[config.mk]
export PLATFORM = sky130hd
export DESIGN_NAME = sha_round_ctrl
export DESIGN_NICKNAME = d
export VERILOG_FILES = /design/src/rtl/sha_round_ctrl.sv
export SDC_FILE = /design/constraint.sdc
export NUM_CORES = 1
export LEC_CHECK = 0
export BUFFER_PORTS_ARGS = -buffer_cell sky130_fd_sc_hd__buf_4
export CELL_PAD_IN_SITES_DETAIL_PLACEMENT = 1
export CELL_PAD_IN_SITES_GLOBAL_PLACEMENT = 2
export CORE_ASPECT_RATIO = 1.1
export CORE_UTILIZATION = 30
export DETAILED_ROUTE_END_ITERATION = 8
export PLACE_DENSITY_LB_ADDON = 0.1
export SLEW_MARGIN = 20
export SYNTH_ARGS = -nofsm -noshare
export SYNTH_HDL_FRONTEND = slang
export SYNTH_SLANG_ARGS = --single-unit
[constraint.sdc]
create_clock -name clk -period 1.84 [get_ports clk]
set_input_delay 0.276 -clock clk [delete_from_list [all_inputs] [get_ports clk]]
set_output_delay 0.276 -clock clk [all_outputs]
set_load 0.02 [all_outputs]
[src/rtl/sha_round_ctrl.sv]
// SHA-256 block compression sequencer.
// Walks one 512-bit block through INIT (load working variables, optionally
// seed H0..H7), ROUNDS compression rounds, the hash-register update and a
// one-cycle done pulse. Every output is decoded from the registered state and
// round counter, so nothing combinational runs from the inputs to the outputs.
module sha_round_ctrl #(
  parameter int ROUNDS = 64,
  parameter int IDX_W  = 6
) (
  input  logic             clk,
  input  logic             reset,
  input  logic             i_start,
  input  logic             i_first_block,
  input  logic             i_abort,
  output logic             o_busy,
  output logic             o_init_h,
  output logic             o_load_wv,
  output logic             o_round_en,
  output logic [IDX_W-1:0] o_round_idx,
  output logic             o_msg_sel,
  output logic             o_hash_upd,
  output logic             o_done
);

  typedef enum logic [2:0] {
    S_IDLE   = 3'd0,
    S_INIT   = 3'd1,
    S_ROUND  = 3'd2,
    S_UPDATE = 3'd3,
    S_DONE   = 3'd4
  } state_t;

  // Last round index, and the number of rounds fed directly from message words.
  localparam logic [IDX_W-1:0] LAST_IDX  = IDX_W'(ROUNDS - 1);
  localparam logic [IDX_W-1:0] MSG_WORDS = IDX_W'(16);

  state_t           state_q, state_d;
  logic [IDX_W-1:0] cnt_q, cnt_d;
  logic             first_q, first_d;

  // State, round counter and first-block flag registers.
  always_ff @(posedge clk or posedge reset) begin
    if (reset) begin
      state_q <= S_IDLE;
      cnt_q   <= '0;
      first_q <= 1'b0;
    end else begin
      state_q <= state_d;
      cnt_q   <= cnt_d;
      first_q <= first_d;
    end
  end

  // Next-state logic; abort overrides every transition out of a busy state.
  always_comb begin
    state_d = state_q;
    cnt_d   = cnt_q;
    first_d = first_q;
    if (state_q != S_IDLE && i_abort) begin
      state_d = S_IDLE;
      cnt_d   = '0;
    end else begin
      case (state_q)
        S_IDLE: begin
          cnt_d = '0;
          // An abort arriving with the start request cancels it outright.
          if (i_start && !i_abort) begin
            state_d = S_INIT;
            first_d = i_first_block;
          end
        end
        S_INIT: begin
          cnt_d   = '0;
          state_d = S_ROUND;
        end
        S_ROUND: begin
          // Counter parks on the last index rather than wrapping to zero.
          if (cnt_q == LAST_IDX) begin
            state_d = S_UPDATE;
          end else begin
            cnt_d = cnt_q + IDX_W'(1);
          end
        end
        S_UPDATE: begin
          state_d = S_DONE;
        end
        S_DONE: begin
          cnt_d   = '0;
          state_d = S_IDLE;
        end
        default: begin
          cnt_d   = '0;
          state_d = S_IDLE;
        end
      endcase
    end
  end

  // Output decode from registered state and counter only.
  always_comb begin
    o_busy      = (state_q != S_IDLE);
    o_load_wv   = (state_q == S_INIT);
    o_init_h    = (state_q == S_INIT) && first_q;
    o_round_en  = (state_q == S_ROUND);
    o_round_idx = (state_q == S_ROUND) ? cnt_q : '0;
    o_msg_sel   = (state_q == S_ROUND) && (cnt_q < MSG_WORDS);
    o_hash_upd  = (state_q == S_UPDATE);
    o_done      = (state_q == S_DONE);
  end

endmodule
======== Word level (Yosys, flattened, before mapping) ========
Index checks and enable logic that the tools add are counted.
word-level totals
  flip-flop bits (word level) ............. 10
  bits of input ports ..................... 5
  word-level logic and storage cells ...... 33
  output and inout bits ................... 13
cells by class
  mux-type cells .......................... 8
  magnitude comparators ................... 1
  bitwise logic cells ..................... 1
  reduce and logical (&&, ||, !) cells .... 10
  $add $sub $neg .......................... 1
  equality and inequality tests ........... 9
operators by type and width
  cell                 count
  $mux 6               3
  $pmux 3 s4           1
  $pmux 6 s2           1
  $mux 3               3
  $add 6x1->6 const B  1
  $eq 3x2->1 const B   2
  $eq 6x6->1 const B   1
  $lt 6x5->1 const B   1
  $ne 3x3->1 const B   2
  $logic_and 1x1->1    4
  $reduce_and 2->1     2
  $eq 3x1->1 const B   1
  $eq 3x3->1 const B   1
  $logic_not 3->1      1
  $ne 3x1->1 const B   1
  $reduce_and 3->1     1
  $reduce_bool 3->1    1
  $ne 2x1->1 const B   1
  $logic_not 1->1      1
  $not 1->1            1

======== Depth between registers and ports, before layout ========
Gate-level depths: netlist of run 1.
  word-level depth ........................ 5
  depth in mapped cells ................... 4
  depth with buffers taken out ............ 4

======== Least setup slack after synthesis of run 1 ========
OpenSTA, ideal clock, no wires.
  kind .................................... flip-flop to output port
  start point ............................. register state_q[1]
  end point ............................... output o_init_h
  stages on the path, launching flop included .. 4
  setup slack ............................. 0.161 ns
  required time ........................... 1.564 ns
  path buffers ............................ 1
  arrival ................................. 1.403 ns
  path through ............................ dfrtp_1 > buf_4 > nor3b_1 > and2_1
on the way
  longest elaborated chain between the ends .. 2
ends and longest elaborated chain
  element                 RTL line  RTL
  from (decl)             37        state_t state_q, state_d;
  from (signal assigned)  48        state_q <= state_d;
  $eq 3x1->1              --
  net o_load_wv           17        output logic o_load_wv,
  $logic_and 1x1->1       103       o_init_h = (state_q == S_INIT) && first_q;
  to (decl)               16        output logic o_init_h,
The timed path passes the listed nets, and every way through them passes these cells.

======== Worst setup path in the final report of run 1 ========
  start point ............................. register state_q[0]
  end point ............................... output o_init_h
on the way
  longest elaborated chain between the ends .. 2
ends and longest elaborated chain
  element            RTL line
  $eq 3x1->1         103
  $logic_and 1x1->1  103
Every way passes these cells.

==> results of run 1 <==
[layout make-up]
cell class                      instances  area, sq um
Multi-Input combinational cell         50          369
Fill cell                             262         1200
Tap cell                               28         35.0
Inverter                                2         7.51
Sequential cell                        10          253
Timing Repair Buffer                   19          143
Clock buffer                            4         36.3
[worst register-to-register path: stages (launching register included)]
cell	delay, ns
dfrtp_1	0.43
ha_1	0.28
and3_4	0.21
a31oi_2	0.25
mux2i_1	0.21
[power groups by stage]
stage / Combinational (mW) / Sequential (mW) / Clock (mW)
final: 0.102 / 0.245 / 0.206
after global routing: 0.110 / 0.248 / 0.222
after CTS: 0.104 / 0.246 / 0.210
after detailed placement: 0.101 / 0.250 / 0
after global placement: 0.101 / 0.249 / 0
after floorplan: 0.0766 / 0.239 / 0
[synth_stat cells (all sizes together)]
master	instances
buf	4
nor3	3
ha	1
nand2b	2
and3	2
mux2i	2
and4	1
a211oi	1
nor3b	4
dfrtp	10
nor4	1
xnor2	1
and2	9
or3	1
a31oi	2
and3b	1
mux2	1
nor2	2
nand4b	1
nand2	4
nor2b	3
a21oi	2
and4b	1
inv	2
a41oi	1
nand3	1
o21ai	2
nand3b	1
[metal layers]
layer  track usage [%]  vias to the layer above
met3              3.89                        4
li1                  -                      270
met2              23.6                       17
met5                 0                        -
met1              16.8                      259
met4              9.52                        0
[worst paths after layout]
check                           start         end  slack [ns]  cells after the start
min in group clk              i_abort  state_q[1]        0.20                      2
min                             reset     first_q      -0.006                      2
max in group asynchronous       reset  state_q[1]        1.52                      2
max                        state_q[0]    o_init_h        0.10                      4
max reg2reg                  cnt_q[0]    cnt_q[1]        0.40                      4
min reg2reg                   first_q     first_q        0.50                      1
[repair_timing]
item                                    4_1_cts  5_1_grt
resized for setup                             0        2
endpoints found under the setup margin        1        1
buffers inserted                              1        0
[sequential cells by signal, summed over array words and instances, names as in the netlist]
signal,count
state_q,3
cnt_q,6
first_q,1
[cells by family (layout without fill, tap and decap cells)]
logic type                 count (synthesis)  count (layout)
adders and majority gates                  1               1
AOI/OAI and AO/OA                          8               8
DFF                                       10              10
muxes                                      3               3
buffers and inverters                      6              25
xor gates and xnor gates                   1               1
and+or+nand+nor                           37              37
[per-stage QoR]
stage	hold WS, ns	util [%]	instances	instance area [sq um]
after floorplan	0.116	-	66	658
after global placement	0.299	39.0	108	797
after detailed placement	0.304	39.0	108	797
after CTS	0.00851	41.2	113	841
after global routing	0.0174	41.3	113	843
final	-0.00621	41.3	113	843
==> impl_metrics.env, run 1 <==
export IMPL_maxCapViolCount=0
export IMPL_muxShareOfSynthArea_pct=4.75
export IMPL_yosysSeqAreaShare_pct=38.0
export IMPL_die_w_um=46.7
export IMPL_p_leak_nw=0.397
export IMPL_synth_top_family_by_area="simple AND/OR/NAND/NOR gates"
export IMPL_met3_length_um=61
export IMPL_critical_path_class="reg2out"
export IMPL_internal_power_uw=402
export IMPL_dr_pass1_iters=4
export IMPL_crit_path_max_fanout=7
export IMPL_fmax_mhz=575
export IMPL_grt_pass1_wl_mm=2.44
export IMPL_pin_count=18
export IMPL_violations="hold timing"
export IMPL_fin_tns_setup_ns=0
export IMPL_root_buffer="clkbuf_4"
export IMPL_antenna_cells=0
export IMPL_outcome="finished with violations"
export IMPL_die_area_sq_mm=0.00239
export IMPL_fin_skew_ns=0.00600
export IMPL_cp_slowest_stage_delay_ns=0.48
export IMPL_synth_area_sq_um=658
export IMPL_finalNetCount=92
export IMPL_drt_total_wl_mm=1.51
export IMPL_post_dp_hpwl_mm=1.12
export IMPL_ys_warn_count=0
export IMPL_cts_hold_buf=0
export IMPL_place_congestion=0.726
export IMPL_clkPwrFrac_pct=37.2
export IMPL_wl_per_cell_um=13.4
export IMPL_crit_family="flip-flops"
export IMPL_grt_usage_pct=14.8
export IMPL_grt_remaining_overflow=0
export IMPL_relSlewSlack_pct=72.0
export IMPL_dr_max_layer_used="met4"
export IMPL_yosysTopAreaCellShare_pct=38.0
export IMPL_comb_power_share_pct=18.4
export IMPL_startpoint_type="flip-flop"
export IMPL_synth_compound_area_share_pct=8.37
export IMPL_syn_to_final_growth_pct=28.1
export IMPL_drtAntennaViolNets=0
export IMPL_path_clk_slew_ns=0.08
export IMPL_cpMostUsedCell="buf_4"
export IMPL_postSynthAreaPerCell_sq_um=9.97
export IMPL_synthCells=66
export IMPL_peakVddDrop_v=0.000257
export IMPL_yosys_area_top_type="dfrtp_1"
export IMPL_crit_buf_inv=2
export IMPL_cts_buffers=3
export IMPL_crit_arrival_ns=1.46
export IMPL_synthesis_nets=72
export IMPL_power_density_mw_per_mm2=656
export IMPL_hold_viol_final=6
export IMPL_final_common_cell="buf_4"
export IMPL_drc=0
export IMPL_via_per_inst=4.87
export IMPL_antenna_found_initial=0
export IMPL_start_util_pct=32.2
export IMPL_drt_initial_drc_count=7
export IMPL_setup_violations=0
export IMPL_cts_sinks=10
export IMPL_power_frac_seq_pct=44.4
export IMPL_grt_pass1_vias=563
export IMPL_synth_xor_area_share_pct=1.33
export IMPL_hold_slack_ns=-0.00621
export IMPL_die_h_um=51.1
export IMPL_slowest_stage="dfrtp_1"
export IMPL_pre_cts_ws_ns=0.265
export IMPL_fin_crit_sh_pct=94.5
export IMPL_clockBufferDepth=2
export IMPL_wl_met2_um=740
export IMPL_endpoint_kind="primary output"
export IMPL_yosys_area_share_simple_pct=39.7
export IMPL_cts_tree="done"
export IMPL_place_port_buffers=17
export IMPL_clock_latency_ns=0.27
export IMPL_switching_share_pct=27.3
export IMPL_crit_chain="buf_4 > nor3b_1 > and2_1 > buf_4"
export IMPL_p_switching_uw=151
export IMPL_wl_met1_um=677
export IMPL_grt_max_degree=11
export IMPL_num_rows=17
export IMPL_slew_violations=0
export IMPL_min_path_type="in2async"
export IMPL_fin_crit_ns=1.74
export IMPL_yosysUniqueCellTypes=35
export IMPL_rsz0062_at_grt="no"
export IMPL_layout_common_cells="buf_4 (19), and2_1 (9), dfrtp_1 (8)"
export IMPL_synth_adder_area_share_pct=1.90
export IMPL_setup_ws_ns=0.101
export IMPL_p_total_uw=553
export IMPL_ys_seq_elements=10
export IMPL_worstMarginPinSlew_ns=0.420
export IMPL_drive_above_1_share_pct=36.5
export IMPL_num_vias=550
export IMPL_synth_top_cells_by_area="dfrtp_1 (38%), and2_1 (8.6%), nor3b_2 (3.8%)"
export IMPL_crit_required_ns=1.56
export IMPL_cts_htree_levels=1
export IMPL_coreArea_sq_mm=0.00204
(Power assumes the default switching activity.)
==> inputs of run 2 (changes only) <==
- CORE_ASPECT_RATIO: 1.1 -> not set
==> run 2 against run 1 <==
The run still ends with hold timing left. Clock power is essentially flat. Utilization increased by 1.1 points. Wire length is 2.8% higher. Maximum frequency is 3.5% higher. Power shrank 0.12%. Flip-flop and latch count stayed put. First-iteration DRC count decreased by 43%. Via count down 1.8%.
==> impl_metrics.env, run 2 (synthesis gave the netlist of run 1 again) <==
export IMPL_antenna_found_initial=0
export IMPL_r2r_cells=4
export IMPL_drtAntennaViolNets=0
export IMPL_coreArea_sq_mm=0.00200
export IMPL_grt_max_degree=13
export IMPL_rsz0062_at_grt="no"
export IMPL_pin_count=18
export IMPL_crit_arrival_ns=1.40
export IMPL_startpoint_type="flip-flop"
export IMPL_cts_hold_buf=0
export IMPL_dp_cells=106
export IMPL_fin_crit_sh_pct=91.3
export IMPL_hold_viol_final=10
export IMPL_clock_latency_ns=0.26
export IMPL_hold_slack_ns=-0.00462
export IMPL_largest_register_ff_count=6
export IMPL_slew_violations=0
export IMPL_cp_startpoint="state_q[0]"
export IMPL_grt_usage_pct=14.2
export IMPL_cts_sinks=10
export IMPL_pre_cts_ws_ns=0.300
export IMPL_reg2reg_slack_ns=0.39
export IMPL_dr_pass1_iters=3
export IMPL_crit_end="o_msg_sel"
export IMPL_fin_crit_ns=1.68
export IMPL_die_area_sq_mm=0.00238
export IMPL_die_w_um=48.8
export IMPL_grt_pass1_wl_mm=2.59
export IMPL_syn_to_final_growth_pct=28.9
export IMPL_critical_path_class="reg2out"
export IMPL_cts_tree="done"
export IMPL_drt_initial_drc_count=4
export IMPL_num_rows=16
export IMPL_worstMarginPinSlew_ns=0.411
export IMPL_cts_buffers=3
export IMPL_root_buffer="clkbuf_4"
export IMPL_post_dp_hpwl_mm=1.10
export IMPL_endpoint_kind="primary output"
export IMPL_fin_tns_setup_ns=0
export IMPL_peakVddDrop_v=0.000295
export IMPL_grt_pass1_vias=554
export IMPL_registers_top_by_ff_count="cnt_q"
export IMPL_final_cells=112
export IMPL_fin_skew_ns=0.000876
export IMPL_violations="hold timing"
export IMPL_outcome="finished with violations"
export IMPL_p_leak_nw=0.396
export IMPL_crit_required_ns=1.56
export IMPL_crit_chain="nor3b_4 > nor3b_2 > buf_4"
export IMPL_drt_total_wl_mm=1.55
export IMPL_grt_remaining_overflow=0
export IMPL_cp_slowest_stage_delay_ns=0.51
export IMPL_drive_above_1_share_pct=37.6
export IMPL_die_h_um=48.8
export IMPL_setup_ws_ns=0.160
export IMPL_layout_common_cells="buf_4 (18), and2_1 (9), dfrtp_1 (7)"
export IMPL_final_common_cell="buf_4"
export IMPL_power_density_mw_per_mm2=651
export IMPL_largest_registers="cnt_q: 6 flops, state_q: 3 flops, first_q: 1 flops"
export IMPL_via_per_inst=4.82
export IMPL_clockBufferDepth=2
export IMPL_min_path_type="in2async"
export IMPL_place_port_buffers=17
export IMPL_relSlewSlack_pct=72.6
export IMPL_maxCapViolCount=0
export IMPL_p_total_uw=552
export IMPL_slowest_stage="dfrtp_2"
export IMPL_r2r_start="cnt_q[0]"
export IMPL_start_util_pct=32.9
export IMPL_num_vias=540
export IMPL_crit_path_max_fanout=13
export IMPL_filler_cell_count=244
export IMPL_drc=0
export IMPL_path_clk_slew_ns=0.07
export IMPL_r2r_end="cnt_q[1]"
export IMPL_place_congestion=0.700
export IMPL_wl_per_cell_um=13.8
export IMPL_antenna_cells=0
export IMPL_fmax_mhz=595
export IMPL_setup_violations=0
export IMPL_finalNetCount=92
export IMPL_cts_htree_levels=1
run 2: changes by cell type in the layout (fill, tap and decap cells not counted), sizes merged:
cell	previous run	this run
buf	19	18
nor3b	4	5
run 2: layout make-up:
type,count,area [sq um],area share [%]
tap,27,33.8,3.98
sequential,10,254,29.9
multi-input combinational,51,382,45.0
timing repair buffer,18,135,15.9
inverter,2,7.51,0.885
clock buffer,4,36.3,4.28
run 2: critical path: cells and delay by family (launching register included):
family,cells,cell delay [ns]
buffers and inverters,1,0.16
and+or+nand+nor,2,0.48
DFF,1,0.51
run 2: stage by stage:
stage          utilization, %  instance area (sq um)
2_1_floorplan               -                    658
3_3_place_gp             39.4                    788
3_5_place_dp             39.4                    788
4_1_cts                  41.2                    825
5_1_grt                  42.4                    848
6_report                 42.4                    848
run 2: worst min-delay path by stage:
stage,start,end,slack [ns],cells past startpoint
2_1_floorplan,reset,cnt_q[0],0.12,1
4_1_cts,reset,state_q[1],0.01,2
6_report,reset,cnt_q[1],-0.005,2
5_1_grt,reset,cnt_q[1],0.04,2
3_5_place_dp,reset,state_q[1],0.30,2
3_3_place_gp,reset,state_q[1],0.30,2
run 2: repair_timing:
item                                    in CTS  in global routing
gates resized for setup                      0                  3
setup buffers                                0                  1
endpoints found under the setup margin       0                  7
run 2: power breakdown:
part	internal [mW]	switching, mW
registers	0.231	0.0187
clock network	0.120	0.0839
logic	0.0508	0.0477
run 2: metal layers:
metal / vias up / track usage, % / wire, um
met2: 15 / 22.2 / 682
met5: - / 0 / 0
met4: 0 / 7.35 / 13
li1: 273 / - / -
met1: 250 / 19.0 / 799
met3: 2 / 2.18 / 55
==> inputs of run 3 (changes only) <==
- CTS_BUF_LIST: not set -> sky130_fd_sc_hd__clkbuf_8
- clock period: 1.84 -> 1.6 ns (I/O delays scaled with it)
==> run 3 against run 2 <==
The run now ends clean. Hold slack improved by 0.0060 ns. Sequential power is 10% higher. First-iteration DRC count decreased by 25%. Largest cell class unchanged. Largest power group is now clock.
==> impl_metrics.env, run 3 (synthesis gave the netlist of run 1 again) <==
export IMPL_endpoint_kind="primary output"
export IMPL_cts_htree_levels=1
export IMPL_path_clk_slew_ns=0.05
export IMPL_cts_hold_buf=0
export IMPL_rsz0062_at_grt="yes"
export IMPL_startpoint_type="flip-flop"
export IMPL_largest_registers="cnt_q: 6 flops, state_q: 3 flops, first_q: 1 flops"
export IMPL_finalNetCount=101
export IMPL_fin_tns_setup_ns=0
export IMPL_setup_violations=0
export IMPL_wl_per_cell_um=13.4
export IMPL_grt_max_degree=11
export IMPL_antenna_cells=0
export IMPL_outcome="completed"
export IMPL_root_buffer="clkbuf_8"
export IMPL_num_vias=592
export IMPL_fin_crit_sh_pct=99.9
export IMPL_pin_count=18
export IMPL_final_common_cell="buf_4"
export IMPL_final_cells=121
export IMPL_grt_remaining_overflow=0
export IMPL_power_density_mw_per_mm2=807
export IMPL_p_leak_nw=0.460
export IMPL_clockBufferDepth=2
export IMPL_start_util_pct=32.9
export IMPL_drt_total_wl_mm=1.62
export IMPL_place_congestion=0.750
export IMPL_via_per_inst=4.89
export IMPL_grt_usage_pct=14.7
export IMPL_crit_arrival_ns=1.36
export IMPL_largest_register_ff_count=6
export IMPL_fmax_mhz=625
export IMPL_final_util_pct=47.3
export IMPL_cts_sinks=10
export IMPL_post_dp_hpwl_mm=1.17
export IMPL_drc=0
export IMPL_crit_path_max_fanout=5
export IMPL_grt_pass1_wl_mm=2.69
export IMPL_min_path_type="in2async"
export IMPL_drtAntennaViolNets=0
export IMPL_cts_buffers=3
export IMPL_place_port_buffers=17
export IMPL_p_total_uw=763
export IMPL_fin_crit_ns=1.60
export IMPL_hold_viol_final=0
export IMPL_num_rows=16
export IMPL_grt_pass1_vias=582
export IMPL_die_area_sq_mm=0.00238
export IMPL_syn_to_final_growth_pct=43.7
export IMPL_dp_cells=109
export IMPL_critical_path_class="reg2out"
export IMPL_slew_violations=0
export IMPL_fin_skew_ns=0.00213
export IMPL_clock_latency_ns=0.24
export IMPL_antenna_found_initial=0
export IMPL_layout_common_cells="buf_4 (24), and2_1 (9), dfrtp_1 (9)"
export IMPL_relSlewSlack_pct=71.1
export IMPL_die_h_um=48.8
export IMPL_drt_initial_drc_count=3
export IMPL_die_w_um=48.8
export IMPL_crit_required_ns=1.36
export IMPL_drive_above_1_share_pct=43.6
export IMPL_hold_slack_ns=0.00143
export IMPL_cts_tree="done"
export IMPL_worstMarginPinSlew_ns=0.433
export IMPL_maxCapViolCount=0
export IMPL_dr_pass1_iters=4
export IMPL_registers_top_by_ff_count="cnt_q"
export IMPL_peakVddDrop_v=0.000500
export IMPL_coreArea_sq_mm=0.00200
run 3: cell count changes in the layout (fill, tap and decap cells not counted), moves of 2 or more:
cell      delta
buf_4        +6
buf_6        +3
clkbuf_4     -3
clkbuf_8     +3
dfrtp_1      +2
dfrtp_2      -2
run 3: layout make-up:
class,count,area [sq um]
flip-flops and latches,10,251
fillers,243,1060
repair buffers,28,219
multi-input cells,50,379
inverters,2,7.51
well taps,27,33.8
clock buffers,4,55.1
run 3: worst paths after layout:
kind / cells after the start / endpoint / slack (ns) / from
worst max-delay path: 4 / o_msg_sel / 0.001 / state_q[0]
worst min register to register: 1 / first_q / 0.49 / first_q
max in group asynchronous: 2 / state_q[0] / 1.27 / reset
min in group clk: 2 / state_q[0] / 0.19 / i_abort
worst min-delay path: 2 / state_q[2] / 0.001 / reset
worst max register to register: 4 / cnt_q[0] / 0.20 / cnt_q[0]
run 3: what timing repair did:
item	CTS	global route
setup endpoints to repair	9	9
gates resized for setup	0	6
pin swaps	1	1
setup buffers	1	7
run 3: worst max-delay path, cell delays in order (launching register included):
cell and delay [ns]:
dfrtp_2 0.44, nor3b_4 0.22, buf_6 0.14, nor3b_2 0.16
buf_4 0.16
run 3: power breakdown:
group | switching, mW | total [mW] | internal [mW]
sequential | 0.00857 | 0.275 | 0.266
combinational | 0.0764 | 0.164 | 0.0878
clock | 0.107 | 0.324 | 0.217
total | 0.192 | 0.763 | 0.571
run 3: stage by stage:
step           setup WS [ns]  instance area (sq um)
5_1_grt              -0.0525                    946
3_5_place_dp           0.165                    816
6_report             0.00105                    946
2_1_floorplan         0.0463                    663
3_3_place_gp           0.181                    816
4_1_cts              -0.0463                    878
run 3: layer usage:
layer,routed length (um),global-route usage [%]
met1,728,17.3
met4,0,4.41
met2,832,26.4
met5,0,0
met3,59,3.12
